`config.mk`:
```
export PLATFORM = sky130hd
export DESIGN_NAME = pkt_byte_fifo
export DESIGN_NICKNAME = d
export VERILOG_FILES = /design/src/rtl/pkt_byte_fifo.sv
export SDC_FILE = /design/constraint.sdc
export NUM_CORES = 1
export LEC_CHECK = 0
export ABC_AREA = 1
export BUFFER_PORTS_ARGS = -buffer_cell sky130_fd_sc_hd__buf_2
export CAP_MARGIN = 40
export CORE_UTILIZATION = 60
export CTS_CLUSTER_DIAMETER = 50
export DETAILED_ROUTE_END_ITERATION = 16
export GPL_ROUTABILITY_DRIVEN = 0
export PLACE_DENSITY = 0.77
export RECOVER_POWER = 100
export SLEW_MARGIN = 5
export SYNTH_ARGS = -nofsm -noshare
export SYNTH_HDL_FRONTEND = slang
export SYNTH_SLANG_ARGS = --single-unit
```
`constraint.sdc`:
```
create_clock -name i_clk -period 8.7 [get_ports i_clk]
set_input_delay 0 -clock i_clk [delete_from_list [all_inputs] [get_ports i_clk]]
set_output_delay 0 -clock i_clk [all_outputs]
set_load 0.01 [all_outputs]
```
`src/rtl/pkt_byte_fifo.sv`:
```
// Packet-granular FIFO: whole packets pushed in one cycle, popped a byte at a time.
// Optional drop counter enabled by defining PKT_BYTE_FIFO_DROPCNT_EN.
module pkt_byte_fifo #(
  parameter int unsigned DEPTH     = 10,
  parameter int unsigned PKT_BYTES = 8
) (
  input  logic                         i_clk,
  input  logic                         i_rst_n,
  input  logic                         i_cg,
  input  logic [8*PKT_BYTES-1:0]       i_pkt_data,
  input  logic                         i_pkt_valid,
  output logic [7:0]                   o_data,
  output logic                         o_empty,
  input  logic                         i_pop,
  input  logic                         i_flush,
  output logic [$clog2(DEPTH+1)-1:0]   o_level,
  output logic [7:0]                   o_dropCnt
);

  localparam int unsigned PKT_W = 8 * PKT_BYTES;
  localparam int unsigned PTR_W = $clog2(DEPTH);
  localparam int unsigned IDX_W = $clog2(PKT_BYTES);
  localparam int unsigned LVL_W = $clog2(DEPTH + 1);

  logic [PKT_W-1:0] mem_q [DEPTH];

  logic [PTR_W-1:0] rd_ptr_q, rd_ptr_d;
  logic [PTR_W-1:0] wr_ptr_q, wr_ptr_d;
  logic [IDX_W-1:0] byte_idx_q, byte_idx_d;
  logic [LVL_W-1:0] level_q, level_d;

  logic empty;
  logic pop_ok;
  logic last_pop;
  logic push_ok;
  logic drop;
  logic mem_we;

  assign empty    = (level_q == '0);
  assign pop_ok   = i_pop && !empty;
  assign last_pop = pop_ok && (byte_idx_q == IDX_W'(PKT_BYTES - 1));
  // A retiring last-byte pop frees a slot in the same cycle, so a push into a full FIFO still fits.
  assign push_ok  = i_pkt_valid && ((level_q < LVL_W'(DEPTH)) || last_pop);
  assign drop     = i_cg && !i_flush && i_pkt_valid && !push_ok;
  assign mem_we   = i_cg && !i_flush && push_ok;

  // Pointer, byte index and level next-state
  always_comb begin
    rd_ptr_d   = rd_ptr_q;
    wr_ptr_d   = wr_ptr_q;
    byte_idx_d = byte_idx_q;
    level_d    = level_q;
    if (i_cg) begin
      if (i_flush) begin
        rd_ptr_d   = '0;
        wr_ptr_d   = '0;
        byte_idx_d = '0;
        level_d    = '0;
      end else begin
        if (pop_ok) begin
          if (last_pop) begin
            byte_idx_d = '0;
            rd_ptr_d   = (rd_ptr_q == PTR_W'(DEPTH - 1)) ? '0 : rd_ptr_q + PTR_W'(1);
          end else begin
            byte_idx_d = byte_idx_q + IDX_W'(1);
          end
        end
        if (push_ok) begin
          wr_ptr_d = (wr_ptr_q == PTR_W'(DEPTH - 1)) ? '0 : wr_ptr_q + PTR_W'(1);
        end
        case ({push_ok, last_pop})
          2'b10:   level_d = level_q + LVL_W'(1);
          2'b01:   level_d = level_q - LVL_W'(1);
          default: level_d = level_q;
        endcase
      end
    end
  end

  always_ff @(posedge i_clk or negedge i_rst_n) begin
    if (!i_rst_n) begin
      rd_ptr_q   <= '0;
      wr_ptr_q   <= '0;
      byte_idx_q <= '0;
      level_q    <= '0;
    end else begin
      rd_ptr_q   <= rd_ptr_d;
      wr_ptr_q   <= wr_ptr_d;
      byte_idx_q <= byte_idx_d;
      level_q    <= level_d;
    end
  end

  // Packet storage is intentionally not reset; validity is tracked by level_q alone.
  always_ff @(posedge i_clk) begin
    if (mem_we) begin
      mem_q[wr_ptr_q] <= i_pkt_data;
    end
  end

  assign o_empty = empty;
  assign o_level = level_q;
  assign o_data  = empty ? 8'h00 : mem_q[rd_ptr_q][{byte_idx_q, 3'b000} +: 8];

`ifdef PKT_BYTE_FIFO_DROPCNT_EN
  logic [7:0] drop_cnt_q, drop_cnt_d;

  // Saturating count of rejected pushes; cleared by flush
  always_comb begin
    drop_cnt_d = drop_cnt_q;
    if (i_cg) begin
      if (i_flush) begin
        drop_cnt_d = '0;
      end else if (drop && (drop_cnt_q != 8'hFF)) begin
        drop_cnt_d = drop_cnt_q + 8'd1;
      end
    end
  end

  always_ff @(posedge i_clk or negedge i_rst_n) begin
    if (!i_rst_n) begin
      drop_cnt_q <= '0;
    end else begin
      drop_cnt_q <= drop_cnt_d;
    end
  end

  assign o_dropCnt = drop_cnt_q;
`else
  logic unused_drop;
  assign unused_drop = drop;
  assign o_dropCnt   = 8'h00;
`endif

endmodule

```
==> impl_metrics.json, run 1 <==
{
  "die_w_um": 216.8,
  "critPathArrivalTime_ns": 6.66,
  "cpMostUsedCell": "nand2_1",
  "hold_viol": 0,
  "fp.dieArea_um2": 47010,
  "nNetsFinal": 2706,
  "ys_seq_area_share_pct": 70.76,
  "yosysWarnings": 0,
  "critPathSlowestCell": "clkbuf_1",
  "drt_first_pass_iters": 6,
  "period_share_pct": 76.59,
  "routed_via_density": 5.770,
  "post_cts_buffers": 0,
  "worst_hold_path.endpoint": "mem_q[3][44]",
  "rrSetupSlack_ns": 2.35,
  "crit_type": "reg -> out",
  "num_rows": 78,
  "placed_area_um2": 28510,
  "die-height_um": 216.8,
  "failed_checks": "capacitance limit, slew limit",
  "peakVddDrop_v": 0.0001742,
  "dp.cells": 3086,
  "fin_cells": 3278,
  "crit_path_start_kind": "flip-flop",
  "startpoint": "byte_idx_q[0]",
  "stdcell_area_um2": 31160,
  "grt_setup_unrepaired": "false",
  "path_delay_family": "buffers and inverters",
  "reg2reg_depth": 11,
  "cp_cell_sequence": "clkbuf_1 > clkinv_1 > buf_4 > nand3_1 > nand3_1 > nand2_1 > a21oi_1 > nand2_1 > nand2_1 > nor2_1 > buf_2",
  "hold_class": "in -> reg",
  "grtUsageTotal_pct": 28.64,
  "synthToLayoutAreaGrowth_pct": 12.54,
  "clk_pin_slew_ns": 0.06,
  "cts_max_path_buffers": 3,
  "cp_slowest_stage_delay_ns": 2.27,
  "cts_root_buffer": "clkbuf_16",
  "dr.first_iter.drc_count": 2308,
  "hp-start": "i_pkt_data[44]",
  "post-dp-hpwl_um": 35580,
  "worst_setup_path_end_kind": "primary output",
  "syn_area_per_cell_um2": 11.02,
  "setup_viol": 0,
  "grt_pass1_vias": 18570,
  "drv_cap": 1,
  "cp_max_fo": 50,
  "cp.depth": 11,
  "grt_overflow": 0,
  "synth_top_area_share_pct": 69.40,
  "power_density_nw_per_um2": 244.7,
  "ys_types": 31,
  "core_area_um2": 45480,
  "grt_pass1_wl_um": 102200,
  "drive_gt1_share_pct": 5.198,
  "final_cell_mix": "805 x nand2_1, 640 x edfxtp_1, 462 x nand3_1",
  "syn-instance-count": 2513,
  "tightest_slew_ns": 3.220,
  "r2r-start": "byte_idx_q[0]",
  "ys_ff_latch": 655,
  "fmax_mhz": 150.1,
  "layout_commonest_cell": "nand2_1",
  "io_buffers": 82,
  "ant_nets": 0,
  "pin_count": 91,
  "post_drt_wl_per_cell_um": 20.17,
  "r2r_end": "mem_q[5][61]",
  "h-tree-depth": 3,
  "antenna_found_initial": 4,
  "drc": 0,
  "min_period_ns": 6.663,
  "cts_num_sinks": 655,
  "clk-insertion-delay-late_ns": 0.59,
  "initial_core_util_pct": 60.89,
  "drt_wl_total_um": 66130,
  "clock_skew_ns": 0.02768,
  "numCtsBuffers": 68,
  "maxSlewHeadroom_pct": -114.7,
  "netlist_area_um2": 27690,
  "cts_hold_buf": 73,
  "hold_path_depth": 2,
  "synth_top_cell_by_area": "edfxtp_1",
  "tritoncts": "yes",
  "slew_violations": 51,
  "num_vias": 18910,
  "status": "finished with violations",
  "critPathRequiredTime_ns": 8.70,
  "synth_area_leaders": "edfxtp_1 69%, nand2_1 11%, nand3_1 8.3%",
  "cts-resized-gates": 0,
  "final.setup.tns_ns": 0,
  "grt_max_degree": 255,
  "leakagePower_nw": 12.14,
  "critPathBufInv": 4
}
kinds of logic (layout without fill, tap and decap cells):
| family | count (synthesis) | count (layout) | share of synthesized area, % |
|---|---|---|---|
| xor+xnor | 2 | 2 | 0.06327 |
| other cells | 1 | 12 | 0.01354 |
| fa+ha+maj | 7 | 7 | 0.3434 |
| flops | 655 | 655 | 70.76 |
| simple gates | 1401 | 1401 | 21.21 |
| buf+inv | 367 | 521 | 6.127 |
| compound gates | 80 | 80 | 1.478 |
metal layers:
metal	wire [um]	vias up	global-route usage (%)	part of all wire [%]
met1	25710	8969	38.97	39
met4	2487	0	14.01	3.8
met2	31430	1093	45.48	48
li1	-	8679	-	-
met3	6492	173	4.514	9.8
met5	0	-	0	0
how the worst max path moves through the flow:
stage | end | slack (ns)
2_1_floorplan | mem_q[6][0] | 2.43
6_report | o_data[4] | 2.04
3_3_place_gp | mem_q[3][9] | 4.50
5_1_grt | o_data[4] | 1.97
3_5_place_dp | mem_q[7][8] | 4.60
4_1_cts | o_data[0] | 4.31
sequential cells by signal, summed over array words and instances (netlist names):
| register | flops |
|---|---|
| rd_ptr_q | 4 |
| o_level | 4 |
| byte_idx_q | 3 |
| mem_q | 640 |
| wr_ptr_q | 4 |
metrics by stage:
stage	util [%]	power [mW]	hold slack, ns	worst slack, ns
floorplan	-	4.506	-0.2956	2.431
global placement	62.22	4.884	-0.07425	4.500
detailed placement	62.70	4.933	-0.06960	4.603
CTS	68.82	7.629	0.2211	4.311
global route	68.52	7.895	0.3783	1.975
finish	68.52	7.626	0.3577	2.037
worst register-to-register path, cell delays in order (launching register included):
cell and delay [ns]:
dfrtp_2 0.35, clkbuf_1 2.27, ha_1 0.44, ha_1 0.19, nand3_1 0.17, nand2_1 0.15
nand2_1 0.08, nor3_1 0.42, nand3_1 0.27, nor2_1 0.79, buf_4 0.56, buf_12 0.31
synth_stat cells, drive strengths merged:
master	n
a21oi	15
buf	128
clkbuf	21
clkinv	1
conb	1
dfrtp	15
edfxtp	640
fa	1
ha	6
inv	217
nand2	805
nand3	462
nand4	3
nor2	124
nor3	5
nor3b	2
o211ai	1
o21a	1
o21ai	61
o22ai	1
o31ai	1
xor2	2
power breakdown:
part / internal (mW) / switching, mW / total [mW] / leakage (nW)
combinational: 0.390 / 0.980 / 1.37 / 5.18
sequential: 3.50 / 0.0527 / 3.55 / 5.95
clock: 1.56 / 1.14 / 2.70 / 1.01
final cells by class:
cell class,count,area [um2]
multi-input cells,1498,6455
clock buffers,89,1897
diodes,4,10.01
fillers,3129,14320
clock inverters,26,156.4
repair buffers,188,1460
well taps,600,750.7
flip-flops and latches,655,19600
inverters,218,829.5
Note: power is estimated with default switching activity, not from simulation.
==> run 2, diff against run 1 <==
Clock period 8.7 ns to 6.8 ns, I/O delays scaled along.
==> impl_metrics.json, run 2 (same netlist as run 1, synthesis figures left out) <==
{
  "stdcell_area_um2": 30990,
  "pwr-share-clk_pct": 35.9,
  "pin_count": 91,
  "die-height_um": 216.8,
  "placed_area_um2": 28430,
  "num_vias": 18730,
  "cts_root_buffer": "clkbuf_16",
  "drv_cap": 12,
  "final_util_pct": 68.15,
  "cp_slowest_stage_delay_ns": 1.61,
  "hold_viol": 0,
  "fmax_mhz": 189.4,
  "core_area_um2": 45480,
  "fp.dieArea_um2": 47010,
  "grt_max_degree": 188,
  "power_density_nw_per_um2": 315.8,
  "largest_register_ffs": 640,
  "p_sw_share_pct": 28.36,
  "tritoncts": "yes",
  "failed_checks": "capacitance limit, slew limit",
  "final.setup.tns_ns": 0,
  "dr.first_iter.drc_count": 2368,
  "drc": 0,
  "combPwrFrac_pct": 17.7,
  "grt_pass1_vias": 18520,
  "post-dp-hpwl_um": 36560,
  "post_drt_wl_per_cell_um": 19.71,
  "final_cell_mix": "805 x nand2_1, 640 x edfxtp_1, 462 x nand3_1",
  "antenna_found_initial": 0,
  "ant_nets": 0,
  "drt_wl_total_um": 64590,
  "grt_setup_unrepaired": "false",
  "regMostFlops": "mem_q",
  "cp-endpoint": "mem_q[3][9]",
  "numCtsBuffers": 66,
  "startpoint": "byte_idx_q[0]",
  "power.total_mw": 9.788,
  "routed_via_density": 5.716,
  "r2r-start": "byte_idx_q[0]",
  "drt_first_pass_iters": 7,
  "seqPwrFrac_pct": 46.4,
  "crit_path_start_kind": "flip-flop",
  "fin_cells": 3277,
  "initial_core_util_pct": 60.89,
  "cp_cell_sequence": "buf_4 > ha_1 > ha_1 > nand3_1 > nand2_1 > nand2_1 > nor3_1 > nand3_1 > nor2_1 > buf_4",
  "io_buffers": 82,
  "layout_commonest_cell": "nand2_1",
  "critPathArrivalTime_ns": 5.48,
  "rrSetupSlack_ns": 1.52,
  "hold_class": "in -> reg",
  "clk_pin_slew_ns": 0.06,
  "tightest_slew_ns": 2.598,
  "worst_setup_path_end_kind": "flip-flop",
  "diodes": 0,
  "status": "finished with violations",
  "clk-insertion-delay-late_ns": 0.59,
  "peakVddDrop_v": 0.0002220,
  "p_int_mw": 7.012,
  "grtUsageTotal_pct": 28.11,
  "nNetsFinal": 2704,
  "switchingPower_mw": 2.776,
  "crit_type": "reg -> reg",
  "clock_skew_ns": 0.01699,
  "r2r_end": "mem_q[3][9]",
  "critPathRequiredTime_ns": 7.00,
  "grt_overflow": 0,
  "drive_gt1_share_pct": 4.819,
  "maxSlewHeadroom_pct": -73.19,
  "slew_violations": 327,
  "h-tree-depth": 3,
  "cts_max_path_buffers": 3,
  "synthToLayoutAreaGrowth_pct": 11.92,
  "cts_num_sinks": 655,
  "critPathSlowestCell": "nor2_1",
  "setup_viol": 0,
  "min_period_ns": 5.279,
  "period_share_pct": 77.63,
  "num_rows": 78,
  "post_cts_buffers": 0,
  "grt_pass1_wl_um": 101000,
  "die_w_um": 216.8,
  "leakagePower_nw": 12.09,
  "reg2reg_depth": 10,
  "cp_max_fo": 50,
  "dp.cells": 3086
}
-- run 2: cell count changes in the layout (fill, tap and decap cells not counted), moves of 4 or more --
cell       change
nor2_1         +6
diode_2        -4
clkbuf_1       +5
clkbuf_16      -4
buf_12         -5
nor2_4         -6
-- run 2: worst max-delay path: cells and delay by family (launching register included) --
family,cells,cell delay [ns]
flops,1,0.34
simple gates,6,2.71
fa+ha+maj,2,0.45
buf+inv,2,1.37
-- run 2: power by group through the flow --
stage | Sequential [mW] | Clock, mW | Combinational [mW]
after detailed placement | 4.63 | 0 | 1.68
after global routing | 4.55 | 3.69 | 1.89
final | 4.54 | 3.51 | 1.73
after global placement | 4.63 | 0 | 1.62
after CTS | 4.54 | 3.54 | 1.73
after floorplan | 4.58 | 0 | 1.18
-- run 2: area by class of cell --
cell class / instances / area, um2
flip-flops and latches: 655 / 19600
well taps: 600 / 750.7
fillers: 3192 / 14490
inverters: 218 / 827.0
multi-input cells: 1498 / 6410
repair buffers: 188 / 1314
clock buffers: 85 / 1817
clock inverters: 33 / 274.0
-- run 2: how the worst min path moves through the flow --
| stage | startpoint | end | cells past startpoint |
|---|---|---|---|
| 2_1_floorplan | i_rst_n | byte_idx_q[0] | 0 |
| 3_3_place_gp | i_rst_n | o_level[0] | 1 |
| 3_5_place_dp | i_rst_n | o_level[1] | 1 |
| 4_1_cts | i_pkt_data[43] | mem_q[1][43] | 2 |
| 5_1_grt | i_pkt_data[43] | mem_q[6][43] | 2 |
| 6_report | i_pkt_data[43] | mem_q[1][43] | 2 |
-- run 2: metrics by stage --
step,setup slack [ns],hold slack (ns)
floorplan,0.5314,-0.2956
global placement,2.782,-0.07533
detailed placement,2.746,-0.06423
CTS,2.715,0.2322
global route,1.254,0.3710
finish,1.521,0.3508
-- run 2: metal layers --
metal	global-route usage (%)	routed length [um]
met4	10.75	2169
met5	0	0
met1	37.88	25600
met2	46.40	31030
met3	4.444	5791
-- run 2: what timing repair did --
action,4_1_cts,5_1_grt
hold endpoints to repair,668,0
hold buffers,73,0
gates resized for setup,0,0
